--- src/rtl/ad_frame_rd.sv ---
// Drains tagged 18-bit words from a sample FIFO, aligns them to
// first/middle/last frame boundaries and presents whole frames on a valid/ready port.
module ad_frame_rd #(
    parameter int unsigned FRAME_LEN = 6,
    parameter int unsigned ERR_W     = 8
) (
    input  logic                      clk,
    input  logic                      resetn,
    input  logic                      enable,
    input  logic                      fifo_empty,
    output logic                      fifo_rden,
    input  logic [17:0]               fifo_rdata,
    output logic                      frame_valid,
    input  logic                      frame_ready,
    output logic [16*FRAME_LEN-1:0]   frame_data,
    output logic [15:0]               frame_cnt,
    output logic [ERR_W-1:0]          err_cnt,
    output logic                      in_sync
);

    localparam int unsigned IDX_W = (FRAME_LEN > 2) ? $clog2(FRAME_LEN) : 1;
    localparam logic [IDX_W-1:0] LAST_IDX = IDX_W'(FRAME_LEN - 1);
    localparam logic [1:0] TAG_MID   = 2'b00;
    localparam logic [1:0] TAG_FIRST = 2'b01;
    localparam logic [1:0] TAG_LAST  = 2'b10;

    typedef enum logic [1:0] {
        ST_HUNT    = 2'd0,
        ST_COLLECT = 2'd1,
        ST_PRESENT = 2'd2
    } state_t;

    state_t                        r_state;
    state_t                        w_state_nxt;
    logic [IDX_W-1:0]              r_idx;
    logic [IDX_W-1:0]              w_idx_nxt;
    logic [IDX_W-1:0]              w_wr_idx;
    logic                          r_pend;
    logic                          r_rden;
    logic                          r_valid;
    logic                          r_in_sync;
    logic [15:0]                   r_frame_cnt;
    logic [ERR_W-1:0]              r_err_cnt;
    logic [FRAME_LEN-1:0][15:0]    r_frame_data;
    logic                          w_wr_en;
    logic                          w_err_inc;
    logic                          w_hs;
    logic                          w_rden_nxt;
    logic [1:0]                    w_tag;
    logic [15:0]                   w_sample;

    assign w_tag       = fifo_rdata[17:16];
    assign w_sample    = fifo_rdata[15:0];
    assign w_hs        = r_valid & frame_ready;

    assign fifo_rden   = r_rden;
    assign frame_valid = r_valid;
    assign frame_data  = r_frame_data;
    assign frame_cnt   = r_frame_cnt;
    assign err_cnt     = r_err_cnt;
    assign in_sync     = r_in_sync;

    // State register
    always_ff @(posedge clk or negedge resetn) begin
        if (!resetn) begin
            r_state <= ST_HUNT;
            r_idx   <= '0;
        end else begin
            r_state <= w_state_nxt;
            r_idx   <= w_idx_nxt;
        end
    end

    // Next state, slot write and error decode; words are only judged in the pending cycle
    always_comb begin
        w_state_nxt = r_state;
        w_idx_nxt   = r_idx;
        w_wr_en     = 1'b0;
        w_wr_idx    = r_idx;
        w_err_inc   = 1'b0;
        w_rden_nxt  = 1'b0;
        case (r_state)
            ST_HUNT: begin
                if (r_pend && w_tag == TAG_FIRST) begin
                    w_wr_en     = 1'b1;
                    w_wr_idx    = '0;
                    w_idx_nxt   = IDX_W'(1);
                    w_state_nxt = ST_COLLECT;
                end
            end
            ST_COLLECT: begin
                if (r_pend) begin
                    if (w_tag == TAG_FIRST) begin
                        // index 0 is the post-delivery slot where a first word is expected
                        w_err_inc = (r_idx != '0);
                        w_wr_en   = 1'b1;
                        w_wr_idx  = '0;
                        w_idx_nxt = IDX_W'(1);
                    end else if (r_idx == '0) begin
                        w_state_nxt = ST_HUNT;
                    end else if (w_tag == TAG_MID && r_idx != LAST_IDX) begin
                        w_wr_en   = 1'b1;
                        w_idx_nxt = r_idx + IDX_W'(1);
                    end else if (w_tag == TAG_LAST && r_idx == LAST_IDX) begin
                        w_wr_en     = 1'b1;
                        w_idx_nxt   = '0;
                        w_state_nxt = ST_PRESENT;
                    end else begin
                        w_err_inc   = 1'b1;
                        w_idx_nxt   = '0;
                        w_state_nxt = ST_HUNT;
                    end
                end
            end
            ST_PRESENT: begin
                if (w_hs) begin
                    w_state_nxt = ST_COLLECT;
                    w_idx_nxt   = '0;
                end
            end
            default: begin
                w_state_nxt = ST_HUNT;
                w_idx_nxt   = '0;
            end
        endcase
        // r_rden high means the next cycle is a pending cycle, so skip it
        w_rden_nxt = (w_state_nxt != ST_PRESENT) && enable && !fifo_empty && !r_rden;
    end

    // Registered strobes, flags and counters
    always_ff @(posedge clk or negedge resetn) begin
        if (!resetn) begin
            r_rden      <= 1'b0;
            r_pend      <= 1'b0;
            r_valid     <= 1'b0;
            r_in_sync   <= 1'b0;
            r_frame_cnt <= '0;
            r_err_cnt   <= '0;
        end else begin
            r_rden    <= w_rden_nxt;
            r_pend    <= r_rden;
            r_valid   <= (w_state_nxt == ST_PRESENT);
            r_in_sync <= (w_state_nxt != ST_HUNT);
            if (w_hs) begin
                r_frame_cnt <= r_frame_cnt + 16'd1;
            end
            if (w_err_inc && r_err_cnt != '1) begin
                r_err_cnt <= r_err_cnt + ERR_W'(1);
            end
        end
    end

    // Frame slots keep stale words until overwritten
    always_ff @(posedge clk or negedge resetn) begin
        if (!resetn) begin
            r_frame_data <= '0;
        end else begin
            for (int i = 0; i < FRAME_LEN; i++) begin
                if (w_wr_en && w_wr_idx == IDX_W'(i)) begin
                    r_frame_data[i] <= w_sample;
                end
            end
        end
    end

endmodule
--- config.mk ---
export PLATFORM = sky130hd
export DESIGN_NAME = ad_frame_rd
export DESIGN_NICKNAME = d
export VERILOG_FILES = /design/src/rtl/ad_frame_rd.sv
export SDC_FILE = /design/constraint.sdc
export NUM_CORES = 1
export LEC_CHECK = 0
export CORE_MARGIN = 1.5
export CORE_UTILIZATION = 48
export CTS_CLUSTER_DIAMETER = 50
export DETAILED_ROUTE_END_ITERATION = 16
export GPL_TIMING_DRIVEN = 0
export PLACE_DENSITY = 0.85
export RECOVER_POWER = 50
export REMOVE_ABC_BUFFERS = 1
export SYNTH_ARGS = -nofsm -noshare
export SYNTH_HDL_FRONTEND = slang
export SYNTH_SLANG_ARGS = --single-unit
--- constraint.sdc ---
create_clock -name clk -period 2.75 [get_ports clk]
set_clock_uncertainty 0.1 [all_clocks]
set_input_delay 0.275 -clock clk [delete_from_list [all_inputs] [get_ports clk]]
set_output_delay 0.275 -clock clk [all_outputs]
set_load 0.005 [all_outputs]
==> reports/metrics.cfg <==
[final_layout]
nets = 537
areaGrowthSynthToFinish_pct = 42.8
drive_above_1_share = 0.266
antenna_cells = 0
finalNonFillerCells = 662
final_common_cell = dfrtp_1
layout_common_cells = dfrtp_1, clkdlybuf4s50_1, mux2_2, dlygate4sd3_1, xnor2_1
final_util = 0.697

[setup_path]
critPathSlowestCell = nand3_2
cp-start-kind = flip-flop
critPathMaxStageDelay_ns = 0.51
crit_arrival_ns = 2.80
critPathKind = flip-flop to flip-flop
crit_path_end_kind = flip-flop
cp_max_fo = 16
required_ns = 3.04
crit_chain = inv_1 -> ha_1 -> nor4_4 -> nand3_2 -> mux2_2

[logic_synthesis]
synth.area.top_cells = dfrtp_1, mux2_2, xnor2_1
yosys.area.top_type = dfrtp_1
synth_ff_type = dfrtp_1
synth.ff_latch_count = 129
seq_area_frac_synth = 0.612
async_flop_share = 1.00
yosys.area.top_type_share = 0.612
syn-cell-area_um2 = 5270
synth-edff-count = 0
synth_area_per_cell_um2 = 14.9
synth_warnings = 0
netlist_instances = 353
ys_types = 44

[floorplan]
floorplan.initialDensity = 0.488
die_area_um2 = 11600
io_pins = 146
die_width_um = 108
core_area_um2 = 10800
die_h_um = 108
num_rows = 38

[power_and_ir_drop]
power.switching_mw = 1.22
leakagePower_nw = 3.64
p_total_mw = 5.32
ir_drop_uv = 400
swShare = 0.228
p_clk_frac = 0.439
pwr-share-seq = 0.416
combPwrFrac = 0.145
internal-power_mw = 4.11
p_per_area_nw_per_um2 = 707

[route]
drtAntennaViolNets = 0
first_pass_iters = 4
vias = 3497
drt_iter0_drc = 88
avgViaCountPerCell = 5.28
wire_per_inst_um = 18.0
drc = 0
wl_um = 11900

[grt]
grt_use_total = 0.219
grt_max_degree = 67
grt_first_pass_wirelength_um = 19000
antenna_found_initial = 0
grt_pass1_vias = 3610
grt.overflow.total = 0

[clocking]
tritoncts = built
path_clk_slew_ns = 0.06
clock_path_buffers = 2
clock-root-buffer = clkbuf_8
cts-buffers-inserted = 17
clk_latency_ns = 0.51
cts.sinks = 129
h-tree-depth = 4

[sta]
slew_headroom = -0.0674
rsz0062_at_grt = false
finalCritPeriodShare = 0.912
drv_slew = 64
max_slew.worst_pin.slew_ns = 1.60
fmax_mhz = 399
finalHoldViolCount = 0
finalCriticalPeriod_ns = 2.51
setup_viol = 0

[place]
gp_congestion = 0.744
dp.cells = 627
dp_hpwl_um = 7820
port_buffers = 145

[status]
violations = capacitance limit, slew limit
status = finished, violations left

[job]
drv_cap = 1

[worst_hold_path]
min-delay-path-class = input pin to flip-flop

==> layout make-up <==
class                      count  area, um2
fill                         744       3270
sequential                   129       3230
multi-input combinational    209       1980
timing repair buffer         149       1510
clock buffer                  22        463
tap                          140        175
clock inverter                10        156
inverter                       3       11.3
==> per-stage QoR <==
step	cell area, um2	TNS, ns	hold slack, ns	setup WS, ns
3_5_place_dp	6850	-33.48	0.195	-0.619
5_1_grt	7530	0	0.228	0.110
3_3_place_gp	6830	-472.55	0.284	-3.47
4_1_cts	7500	0	0.215	0.0340
6_report	7530	0	0.236	0.243
2_1_floorplan	5200	0	-0.121	0.510
==> metal layers <==
metal | vias up | wire (um) | global-route usage
li1 | 1579 | - | -
met1 | 1793 | 5090 | 0.272
met2 | 108 | 6110 | 0.367
met3 | 17 | 531 | 0.0515
met4 | 0 | 178 | 0.0902
met5 | - | 0 | 0
==> Yosys cell counts (all sizes together), types with 3 or more instances <==
cell / n
nand2: 17
and3: 5
nor2: 4
mux2: 97
o21ai: 5
a21oi: 3
xor2: 3
nand4: 7
dfrtp: 129
xnor2: 21
nand3: 9
inv: 3
ha: 5
nor2b: 3
nor3: 4
buf: 10
==> critical path, delay by kind of cell (launching register included) <==
| kind | cells | cell delay, ns |
|---|---|---|
| DFF | 1 | 0.50 |
| and+or+nand+nor | 2 | 0.85 |
| buffers and inverters | 1 | 0.16 |
| adders and majority gates | 1 | 0.30 |
| muxes | 1 | 0.47 |
==> worst paths after layout <==
path                       startpoint              to  slack [ns]  cells after the start
setup / recovery             r_idx[0]  frame_data[55]        0.24                      5
hold / removal             fifo_empty       fifo_rden        0.24                      2
max in group asynchronous      resetn  frame_data[53]        0.91                      3
setup reg to reg             r_idx[0]  frame_data[55]        0.24                      5
hold reg to reg             fifo_rden          r_pend        0.33                      0
min in group asynchronous      resetn      err_cnt[6]        0.62                      2
==> power by group through the flow <==
stage	logic [mW]	clock network (mW)	registers, mW
detailed placement	0.786	0	2.25
finish	0.774	2.33	2.21
global placement	0.764	0	2.24
global route	0.843	2.46	2.23
CTS	0.805	2.38	2.22
floorplan	0.292	0	2.24
==> state kept, by name, indices dropped and copies added (netlist names) <==
| name | count |
|---|---|
| r_pend | 1 |
| in_sync | 1 |
| err_cnt | 8 |
| frame_cnt | 16 |
| fifo_rden | 1 |
| frame_data | 96 |
| r_idx | 3 |
| r_state | 2 |
| frame_valid | 1 |
==> cell families (layout without fill, tap and decap cells) <==
logic type	Yosys count	after routing	synth area share
xor+xnor	24	24	0.0399
fa+ha+maj	5	5	0.0119
compound gates	21	21	0.0332
simple gates	62	62	0.0724
buf+inv	15	184	0.0159
mux	97	97	0.214
flops	129	129	0.612
==> timing repair <==
item | 4_1_cts | 5_1_grt
resized for setup | 3 | 2
setup buffers | 0 | 2
setup endpoints to repair | 16 | 38
hold buffers | 1 | 0
endpoints found under the hold margin | 63 | 0
pin swaps | 0 | 0
(Power assumes the default switching activity.)
